## src/rtl/alu_pkg.sv

```systemverilog
// Shared ALU definitions: operation codes, field widths and the default data width.
// Build option: define ALU_XOR_EN to make code 3'b100 a bitwise XOR instead of ADD.
package alu_pkg;

  localparam int unsigned data_w = 32;
  localparam int unsigned ctrl_w = 3;
  localparam int unsigned rd_w   = 5;

  // Codes not listed here (and 3'b100 without ALU_XOR_EN) execute as ADD.
`ifdef ALU_XOR_EN
  typedef enum logic [ctrl_w-1:0] {
    ALU_ADD = 3'b000,
    ALU_SUB = 3'b001,
    ALU_AND = 3'b010,
    ALU_OR  = 3'b011,
    ALU_XOR = 3'b100,
    ALU_SLT = 3'b101
  } alu_ctrl_e;
`else
  typedef enum logic [ctrl_w-1:0] {
    ALU_ADD = 3'b000,
    ALU_SUB = 3'b001,
    ALU_AND = 3'b010,
    ALU_OR  = 3'b011,
    ALU_SLT = 3'b101
  } alu_ctrl_e;
`endif

endpackage

```

## src/rtl/alu_ex_stage_if.sv

```systemverilog
// Execute-stage handshake bundle: decode-side request and memory-side result.
interface alu_ex_stage_if
  import alu_pkg::*;
#(
  parameter int unsigned WIDTH = data_w
) ();

  logic              in_valid;
  logic              in_ready;
  logic [ctrl_w-1:0] ALUControl;
  logic [WIDTH-1:0]  src_a;
  logic [WIDTH-1:0]  src_b;
  logic [rd_w-1:0]   rd;
  logic              reg_write;

  logic              out_valid;
  logic              out_ready;
  logic [WIDTH-1:0]  alu_result;
  logic              zero;
  logic [rd_w-1:0]   out_rd;
  logic              out_reg_write;

  modport master (
    output in_valid, ALUControl, src_a, src_b, rd, reg_write, out_ready,
    input  in_ready, out_valid, alu_result, zero, out_rd, out_reg_write
  );

  modport slave (
    input  in_valid, ALUControl, src_a, src_b, rd, reg_write, out_ready,
    output in_ready, out_valid, alu_result, zero, out_rd, out_reg_write
  );

endinterface

```

## src/rtl/alu_core.sv

```systemverilog
// Combinational ALU datapath: (ALUControl, src_a, src_b) -> (result, zero).
// Build option: ALU_XOR_EN selects XOR for code 3'b100.
module alu_core
  import alu_pkg::*;
#(
  parameter int unsigned WIDTH = data_w
) (
  input  logic [ctrl_w-1:0] alu_control,
  input  logic [WIDTH-1:0]  src_a,
  input  logic [WIDTH-1:0]  src_b,
  output logic [WIDTH-1:0]  result_c,
  output logic              zero_c
);

  always_comb begin
    result_c = src_a + src_b;
    case (alu_control)
      ALU_SUB: result_c = src_a - src_b;
      ALU_AND: result_c = src_a & src_b;
      ALU_OR:  result_c = src_a | src_b;
`ifdef ALU_XOR_EN
      ALU_XOR: result_c = src_a ^ src_b;
`endif
      ALU_SLT: result_c = WIDTH'($signed(src_a) < $signed(src_b));
      default: result_c = src_a + src_b;
    endcase
  end

  assign zero_c = (result_c == '0);

endmodule

```

## src/rtl/alu_ex_stage.sv

```systemverilog
// Execute stage: ALU result into a two-entry skid pipeline register toward memory/writeback.
// Build option: ALU_XOR_EN (code 3'b100 as XOR), handled inside alu_core.
module alu_ex_stage
  import alu_pkg::*;
#(
  parameter int unsigned WIDTH = data_w
) (
  input  logic           clk,
  input  logic           rst_n,
  input  logic           flush,
  alu_ex_stage_if.slave  bus
);

  typedef enum logic [1:0] {
    ST_EMPTY = 2'd0,
    ST_FULL  = 2'd1,
    ST_SKID  = 2'd2
  } state_e;

  typedef struct packed {
    logic [WIDTH-1:0] result;
    logic             zero;
    logic [rd_w-1:0]  rd;
    logic             reg_write;
  } entry_t;

  state_e           state_q, state_d;
  entry_t           main_q, main_d;
  entry_t           skid_q, skid_d;
  entry_t           new_entry;
  logic [WIDTH-1:0] result_c;
  logic             zero_c;
  logic             accept;

  alu_core #(.WIDTH(WIDTH)) u_alu_core (
    .alu_control (bus.ALUControl),
    .src_a       (bus.src_a),
    .src_b       (bus.src_b),
    .result_c    (result_c),
    .zero_c      (zero_c)
  );

  // in_ready depends only on the skid register, never on out_ready or in_valid.
  assign bus.in_ready = rst_n && (state_q != ST_SKID);
  assign accept       = bus.in_valid && bus.in_ready;

  assign new_entry = '{result: result_c, zero: zero_c, rd: bus.rd, reg_write: bus.reg_write};

  always_comb begin
    state_d = state_q;
    main_d  = main_q;
    skid_d  = skid_q;
    unique case (state_q)
      ST_EMPTY: begin
        if (accept) begin
          main_d  = new_entry;
          state_d = ST_FULL;
        end
      end
      ST_FULL: begin
        if (accept && bus.out_ready) begin
          main_d = new_entry;
        end else if (accept) begin
          skid_d  = new_entry;
          state_d = ST_SKID;
        end else if (bus.out_ready) begin
          state_d = ST_EMPTY;
        end
      end
      ST_SKID: begin
        if (bus.out_ready) begin
          main_d  = skid_q;
          state_d = ST_FULL;
        end
      end
      default: state_d = ST_EMPTY;
    endcase
    // Flush drops every entry, including a same-cycle input transfer.
    if (flush) begin
      state_d = ST_EMPTY;
    end
  end

  always_ff @(posedge clk) begin
    if (!rst_n) begin
      state_q <= ST_EMPTY;
      main_q  <= '0;
      skid_q  <= '0;
    end else begin
      state_q <= state_d;
      main_q  <= main_d;
      skid_q  <= skid_d;
    end
  end

  assign bus.out_valid     = (state_q != ST_EMPTY);
  assign bus.alu_result    = main_q.result;
  assign bus.zero          = main_q.zero;
  assign bus.out_rd        = main_q.rd;
  assign bus.out_reg_write = main_q.reg_write;

endmodule

```

## src/flat_wrapper.sv

```systemverilog
// flat-port wrapper written by rule: the top's interface ports become plain ports
module alu_ex_stage_flat import alu_pkg::*;
#(
  parameter int unsigned WIDTH = data_w
)
  (clk, rst_n, flush, bus_in_valid, bus_ALUControl, bus_src_a, bus_src_b, bus_rd, bus_reg_write, bus_out_ready, bus_in_ready, bus_out_valid, bus_alu_result, bus_zero, bus_out_rd, bus_out_reg_write);
  alu_ex_stage_if #(.WIDTH(WIDTH)) bus_i ();
  input  logic clk;
  input  logic rst_n;
  input  logic flush;
  input wire logic [$bits(bus_i.in_valid)-1:0] bus_in_valid;
  input wire logic [$bits(bus_i.ALUControl)-1:0] bus_ALUControl;
  input wire logic [$bits(bus_i.src_a)-1:0] bus_src_a;
  input wire logic [$bits(bus_i.src_b)-1:0] bus_src_b;
  input wire logic [$bits(bus_i.rd)-1:0] bus_rd;
  input wire logic [$bits(bus_i.reg_write)-1:0] bus_reg_write;
  input wire logic [$bits(bus_i.out_ready)-1:0] bus_out_ready;
  output wire logic [$bits(bus_i.in_ready)-1:0] bus_in_ready;
  output wire logic [$bits(bus_i.out_valid)-1:0] bus_out_valid;
  output wire logic [$bits(bus_i.alu_result)-1:0] bus_alu_result;
  output wire logic [$bits(bus_i.zero)-1:0] bus_zero;
  output wire logic [$bits(bus_i.out_rd)-1:0] bus_out_rd;
  output wire logic [$bits(bus_i.out_reg_write)-1:0] bus_out_reg_write;
  assign bus_i.in_valid = bus_in_valid;
  assign bus_i.ALUControl = bus_ALUControl;
  assign bus_i.src_a = bus_src_a;
  assign bus_i.src_b = bus_src_b;
  assign bus_i.rd = bus_rd;
  assign bus_i.reg_write = bus_reg_write;
  assign bus_i.out_ready = bus_out_ready;
  assign bus_in_ready = bus_i.in_ready;
  assign bus_out_valid = bus_i.out_valid;
  assign bus_alu_result = bus_i.alu_result;
  assign bus_zero = bus_i.zero;
  assign bus_out_rd = bus_i.out_rd;
  assign bus_out_reg_write = bus_i.out_reg_write;
  alu_ex_stage #(.WIDTH(WIDTH)) u_core (.clk(clk), .rst_n(rst_n), .flush(flush), .bus(bus_i));
endmodule
```

## config.mk

```make
export PLATFORM = sky130hd
export DESIGN_NAME = alu_ex_stage_flat
export DESIGN_NICKNAME = d
export VERILOG_FILES = /design/src/rtl/alu_pkg.sv /design/src/rtl/alu_ex_stage_if.sv /design/src/rtl/alu_core.sv /design/src/rtl/alu_ex_stage.sv /design/src/flat_wrapper.sv
export SDC_FILE = /design/constraint.sdc
export NUM_CORES = 1
export LEC_CHECK = 0
export BUFFER_PORTS_ARGS = -buffer_cell sky130_fd_sc_hd__buf_2
export CORE_UTILIZATION = 60
export DETAILED_ROUTE_END_ITERATION = 8
export PLACE_DENSITY = 0.83
export SYNTH_ARGS = -nofsm -noshare
export SYNTH_HDL_FRONTEND = slang
export SYNTH_HIERARCHICAL = 1
export SYNTH_SLANG_ARGS = --single-unit
```

## constraint.sdc

```tcl
create_clock -name clk -period 7.25 [get_ports clk]
set_clock_uncertainty 0.15 [all_clocks]
set_input_delay 1.8125 -clock clk [delete_from_list [all_inputs] [get_ports clk]]
set_output_delay 1.8125 -clock clk [all_outputs]
set_load 0.02 [all_outputs]
```

==> results of run 1 <==
[worst max path at each step]
stage	to	slack (ps)
6_report	u_core/bus.zero	560
4_1_cts	u_core/bus.zero	670
2_1_floorplan	u_core/bus.zero	910
3_3_place_gp	u_core/bus.zero	520
3_5_place_dp	u_core/bus.zero	400
5_1_grt	u_core/bus.zero	480
[synth_stat cells (all sizes together) (12+ instances only)]
cell type    n
mux2i       48
a311oi      43
nor2        70
dfxtp       80
nand2b      12
a21o        18
nor3        16
a21oi      115
o21bai      12
o31ai       13
buf         28
nand2       47
inv        106
nand3       50
o21ai       93
nor4        15
o211ai      15
or2         13
a211oi      52
ha          96
clkbuf      68
[where the power goes]
| group | switching (mW) | total [mW] | leakage (nW) | internal [mW] |
|---|---|---|---|---|
| Combinational | 0.370 | 0.589 | 3.68 | 0.219 |
| Sequential | 0.0119 | 0.471 | 0.652 | 0.459 |
| Clock | 0.168 | 0.427 | 0.139 | 0.260 |
| Total | 0.550 | 1.49 | 4.47 | 0.937 |
[metrics by stage]
stage                     hold WS (ps)  cell area (um^2)
after detailed placement           316              9270
after global routing               338              9550
after CTS                          323              9550
after floorplan                    303              8770
after global placement             309              9270
final                              324              9550
[layer usage]
layer	wire length (um)	vias to the layer above	share of wire (%)	GRT usage [%]
li1	-	4416	-	-
met1	10800	4435	42	45.8
met2	11900	548	46	56.1
met3	2330	65	9.1	4.18
met4	593	0	2.3	11.5
met5	0	-	0	0
[worst max-delay path, stage by stage]
cell       delay (ps)
buf_2             100
inv_1              40
ha_1              300
nor4_1            810
nand3_1           250
a21oi_1           190
a311oi_1          190
a2111oi_0         700
o21ai_0           210
a221o_1           330
a2bb2oi_1         280
or4bb_2           650
nor4_1            290
and4b_1           250
mux2i_1            80
a211oi_1          300
[cell type report]
cell class	count	area, um^2	area share, %
inverters	107	402	4.20
clock buffers	14	274	2.87
flip-flops and latches	80	1600	16.8
multi-input cells	881	6280	65.7
well taps	180	225	2.36
clock inverters	2	12.5	0.131
repair buffers	141	763	7.99
[state kept, by name, summed over array words and instances, names as in the netlist]
register	cells
u_core/skid_q	39
u_core/bus.out_reg_write	1
u_core/bus.alu_result	32
u_core/bus.zero	1
u_core/bus.out_rd	5
u_core/state_q	2
[logic make-up (layout without fill, tap and decap cells)]
kind of cell    after synthesis  after routing  synth area share [%]
fa+ha+maj                    98             98                  14.2
buf+inv                     204            264                  10.2
flops                        80             80                  18.3
compound gates              449            449                  34.7
xor+xnor                      8              8                 0.799
mux                          49             49                  5.61
simple gates                277            277                  16.2
==> results_dict.tcl, run 1 <==
set metrics [dict create \
    outcome "complete, no violations" \
    clkLatencyLatePin_ps 330 \
    finalHoldViolations 0 \
    track_usage_pct 34.1 \
    antenna_found_initial 0 \
    setup_tns_ps 0 \
    reg2regPathDepth 5 \
    power.density_nw_per_um2 156 \
    synth_nets 1341 \
    cts_num_sinks 80 \
    critPathLaunchType "primary input" \
    p_total_mw 1.49 \
    synthArstFlopShare_pct 0 \
    overflow 0 \
    ys.flop_type "dfxtp_1" \
    yosysTopAreaCell "dfxtp_1" \
    grt_setup_unrepaired "false" \
    routabilityCongestion 0.963 \
    grt_pass1_vias 8484 \
    area_growth_pct 8.99 \
    final_common_cell "buf_2" \
    rows 43 \
    drv_cap 0 \
    post-place-ws_ps 399 \
    layout_setup_ws_ps 564 \
    die_height_um 123 \
    r2r_slack_ps 5060 \
    diodes 0 \
    mostFrequentLayoutCells "buf_2 (118), a21oi_1 (115), inv_1 (105)" \
    relSlewSlack_pct 38.2 \
    post-route-min-period_ps 6690 \
    fmax_ghz 0.150 \
    drtAntennaViolNets 0 \
    path_class "in2reg" \
    die_w_um 123 \
    cts-htree-levels 3 \
    finalNonFillerCells 1405 \
    period_share_pct 92.2 \
    cp_max_fo 4 \
    cp.arrival_ps 6760 \
    whs_path_depth 2 \
    ys_top_cells_by_area "dfxtp_1 (18%), ha_1 (14%), a21oi_1 (6.6%)" \
    cts.repair.resized 0 \
    ys_seq_area_share_pct 18.3 \
    drt_iter0_drc 1118 \
    postCtsSetupRepairBufs 0 \
    synth.top_cell.area_share_pct 18.3 \
    synth_area_per_cell_um2 7.52 \
    cts_tree "yes" \
    wirelength_mm 25.7 \
    synthCells 1165 \
    port_buffers 118 \
    num_vias 9464 \
    ios 119 \
    cts_made_buffers 9 \
    tightest_slew_ps 918 \
    required_ps 7330 \
    grt_pass1_wl_mm 41.7 \
    leakagePower_nw 4.47 \
    die_area_um2 15100 \
    core-area_um2 14000 \
    clkTransAtPathRegs_ps 60 \
    utilization_pct 68.0 \
    yosysUniqueCellTypes 90 \
    synth_edf_count 0 \
    r2r_end "u_core/bus.alu_result[6]" \
    setup_viol 0 \
    ir_drop_uv 95.8 \
    layout-drive-gt1-share_pct 16.1 \
    whs_endpoint "u_core/skid_q[20]" \
    hpwlAfterDp_mm 18.0 \
    yosysWarnings 6 \
    cts_root_buf "clkbuf_16" \
    hp-class "reg2reg" \
    nFillCells 1213 \
    crit_start "bus_src_a[13]" \
    via_per_inst 6.74 \
    ys_seq_elements 80 \
    endpoint_kind "flop" \
    synth_area_um2 8770 \
    clockBufferDepth 2 \
    num-nets-final 1396 \
    wire_per_inst_um 18.3 \
    finalMaxSlewViolations 0 \
    worstReg2RegStart "u_core/state_q[1]" \
    floorplan.initialDensity_pct 62.4 \
    post-route-drc-count 0 \
    ctsHoldBuffers 0 \
    grt_max_degree 80 \
    first_pass_iters 7 \
    hp-start "u_core/skid_q[20]" \
    dp.cells 1389 \
]
(Power assumes the default switching activity.)
==> run 2: changes to the inputs <==
--- a/config.mk
+++ b/config.mk
@@ -6,9 +6,11 @@
 export NUM_CORES = 1
 export LEC_CHECK = 0
 export BUFFER_PORTS_ARGS = -buffer_cell sky130_fd_sc_hd__buf_2
-export CORE_UTILIZATION = 60
+export CELL_PAD_IN_SITES_DETAIL_PLACEMENT = 1
+export CELL_PAD_IN_SITES_GLOBAL_PLACEMENT = 1
+export CORE_UTILIZATION = 44
 export DETAILED_ROUTE_END_ITERATION = 8
-export PLACE_DENSITY = 0.83
+export PLACE_DENSITY_LB_ADDON = 0.1
 export SYNTH_ARGS = -nofsm -noshare
 export SYNTH_HDL_FRONTEND = slang
 export SYNTH_HIERARCHICAL = 1
==> run 2 against run 1 <==
  * Non-clock buffer count is 7 higher
  * Routed wire length is 16% higher
  * Highest routed layer unchanged
  * Sequential share of layout area is 0.36 points lower
  * Flip-flop and latch count stayed put
  * Worst hold slack better by 3.7 ps
  * First-iteration DRC count is 50% lower
  * Register-to-register slack worse by 430 ps
  * Power is 7.2% higher
==> results_dict.tcl, run 2 (synthesis gave the netlist of run 1 again) <==
set metrics [dict create \
    outcome "complete, no violations" \
    cts_tree "yes" \
    setup_viol 0 \
    worstReg2RegStart "u_core/state_q[1]" \
    period_share_pct 92.7 \
    wirelength_mm 29.7 \
    r2r_slack_ps 4630 \
    regMostFlops "u_core/skid_q" \
    cp.arrival_ps 6820 \
    overflow 0 \
    relSlewSlack_pct 31.9 \
    ios 119 \
    cts.repair.resized 0 \
    cts_made_buffers 9 \
    rows 51 \
    leakagePower_nw 4.53 \
    grt_pass1_vias 9141 \
    fmax_ghz 0.149 \
    endpoint_kind "flop" \
    hp-class "reg2reg" \
    crit_start "bus_src_a[14]" \
    layout_setup_ws_ps 531 \
    postCtsSetupRepairBufs 0 \
    required_ps 7350 \
    path_class "in2reg" \
    port_buffers 118 \
    crit_end "u_core/bus.zero" \
    tightest_slew_ps 1010 \
    drtAntennaViolNets 0 \
    largest_reg_flops 39 \
    post-route-drc-count 0 \
    drv_cap 0 \
    hp-start "u_core/skid_q[38]" \
    setup_tns_ps 0 \
    core-area_um2 19500 \
    routabilityCongestion 0.885 \
    grt_max_degree 80 \
    floorplan.initialDensity_pct 44.9 \
    die_height_um 143 \
    critPathLaunchType "primary input" \
    grt_setup_unrepaired "false" \
    utilization_pct 50.0 \
    antenna_found_initial 0 \
    p_total_mw 1.59 \
    die_w_um 143 \
    drt_iter0_drc 562 \
    ir_drop_uv 104 \
    area_growth_pct 11.4 \
    clkTransAtPathRegs_ps 60 \
    ctsHoldBuffers 0 \
    final_common_cell "buf_2" \
    post-place-ws_ps 333 \
    first_pass_iters 8 \
    r2r_end "u_core/bus.alu_result[18]" \
    finalHoldViolations 0 \
    num_vias 9205 \
    cts_num_sinks 80 \
    cp_max_fo 7 \
    reg2regPathDepth 5 \
    track_usage_pct 29.2 \
    mostFrequentLayoutCells "buf_2 (118), a21oi_1 (115), inv_1 (105)" \
    cts_root_buf "clkbuf_16" \
    diodes 0 \
    finalMaxSlewViolations 0 \
    post-route-min-period_ps 6720 \
    clockBufferDepth 2 \
    wire_per_inst_um 19.9 \
    grt_pass1_wl_mm 47.8 \
    via_per_inst 6.15 \
    layout-drive-gt1-share_pct 16.6 \
    cts-htree-levels 3 \
    num-nets-final 1403 \
    die_area_um2 20500 \
    clkLatencyLatePin_ps 340 \
    hpwlAfterDp_mm 21.7 \
    power.density_nw_per_um2 163 \
]
-- run 2: metal layers --
metal	part of all wire, %	up-vias	track usage, %	wire length (um)
met5	0	-	0	0
met4	2.1	0	9.05	623
met3	4.6	38	2.41	1370
met2	46	236	48.9	13800
met1	47	4496	39.6	13900
li1	-	4435	-	-
-- run 2: report_power, final --
| part | total [mW] | internal [mW] | switching [mW] |
|---|---|---|---|
| Clock | 0.516 | 0.334 | 0.182 |
| Combinational | 0.608 | 0.223 | 0.385 |
| Sequential | 0.471 | 0.459 | 0.0120 |
-- run 2: layout make-up --
class                           count  area (um^2)
Inverter                          107          403
Clock buffer                        9          225
Sequential cell                    80         1600
Timing Repair Buffer              148          816
Tap cell                          265          332
Multi-Input combinational cell    881         6270
Fill cell                        2529         9760
Clock inverter                      7          110
-- run 2: how the worst min path moves through the flow --
stage | to | slack [ps] | cells after the start
after CTS | u_core/skid_q[6] | 330 | 2
after detailed placement | u_core/skid_q[6] | 320 | 2
after floorplan | u_core/skid_q[19] | 300 | 2
after global placement | u_core/skid_q[3] | 310 | 2
final | u_core/skid_q[38] | 330 | 2
after global routing | u_core/skid_q[15] | 350 | 2
-- run 2: critical path, cell delays in order --
cell and delay, ps:
buf_2 110, inv_1 40, ha_1 420, nor4_1 820
nand3_1 250, a21oi_1 180, a311oi_1 220, a2111oi_0 670
o21ai_0 270, a221o_1 340, a2bb2oi_1 230, or4bb_2 640
nor4_1 240, and4b_1 250, mux2i_1 80, a211oi_1 240
-- run 2: stage by stage --
| step | hold WS, ps | instance area, um^2 | cells |
|---|---|---|---|
| floorplan | 303 | 8770 | 1165 |
| global placement | 310 | 9430 | 1481 |
| detailed placement | 318 | 9430 | 1481 |
| CTS | 326 | 9760 | 1497 |
| global route | 345 | 9760 | 1497 |
| finish | 328 | 9760 | 1497 |
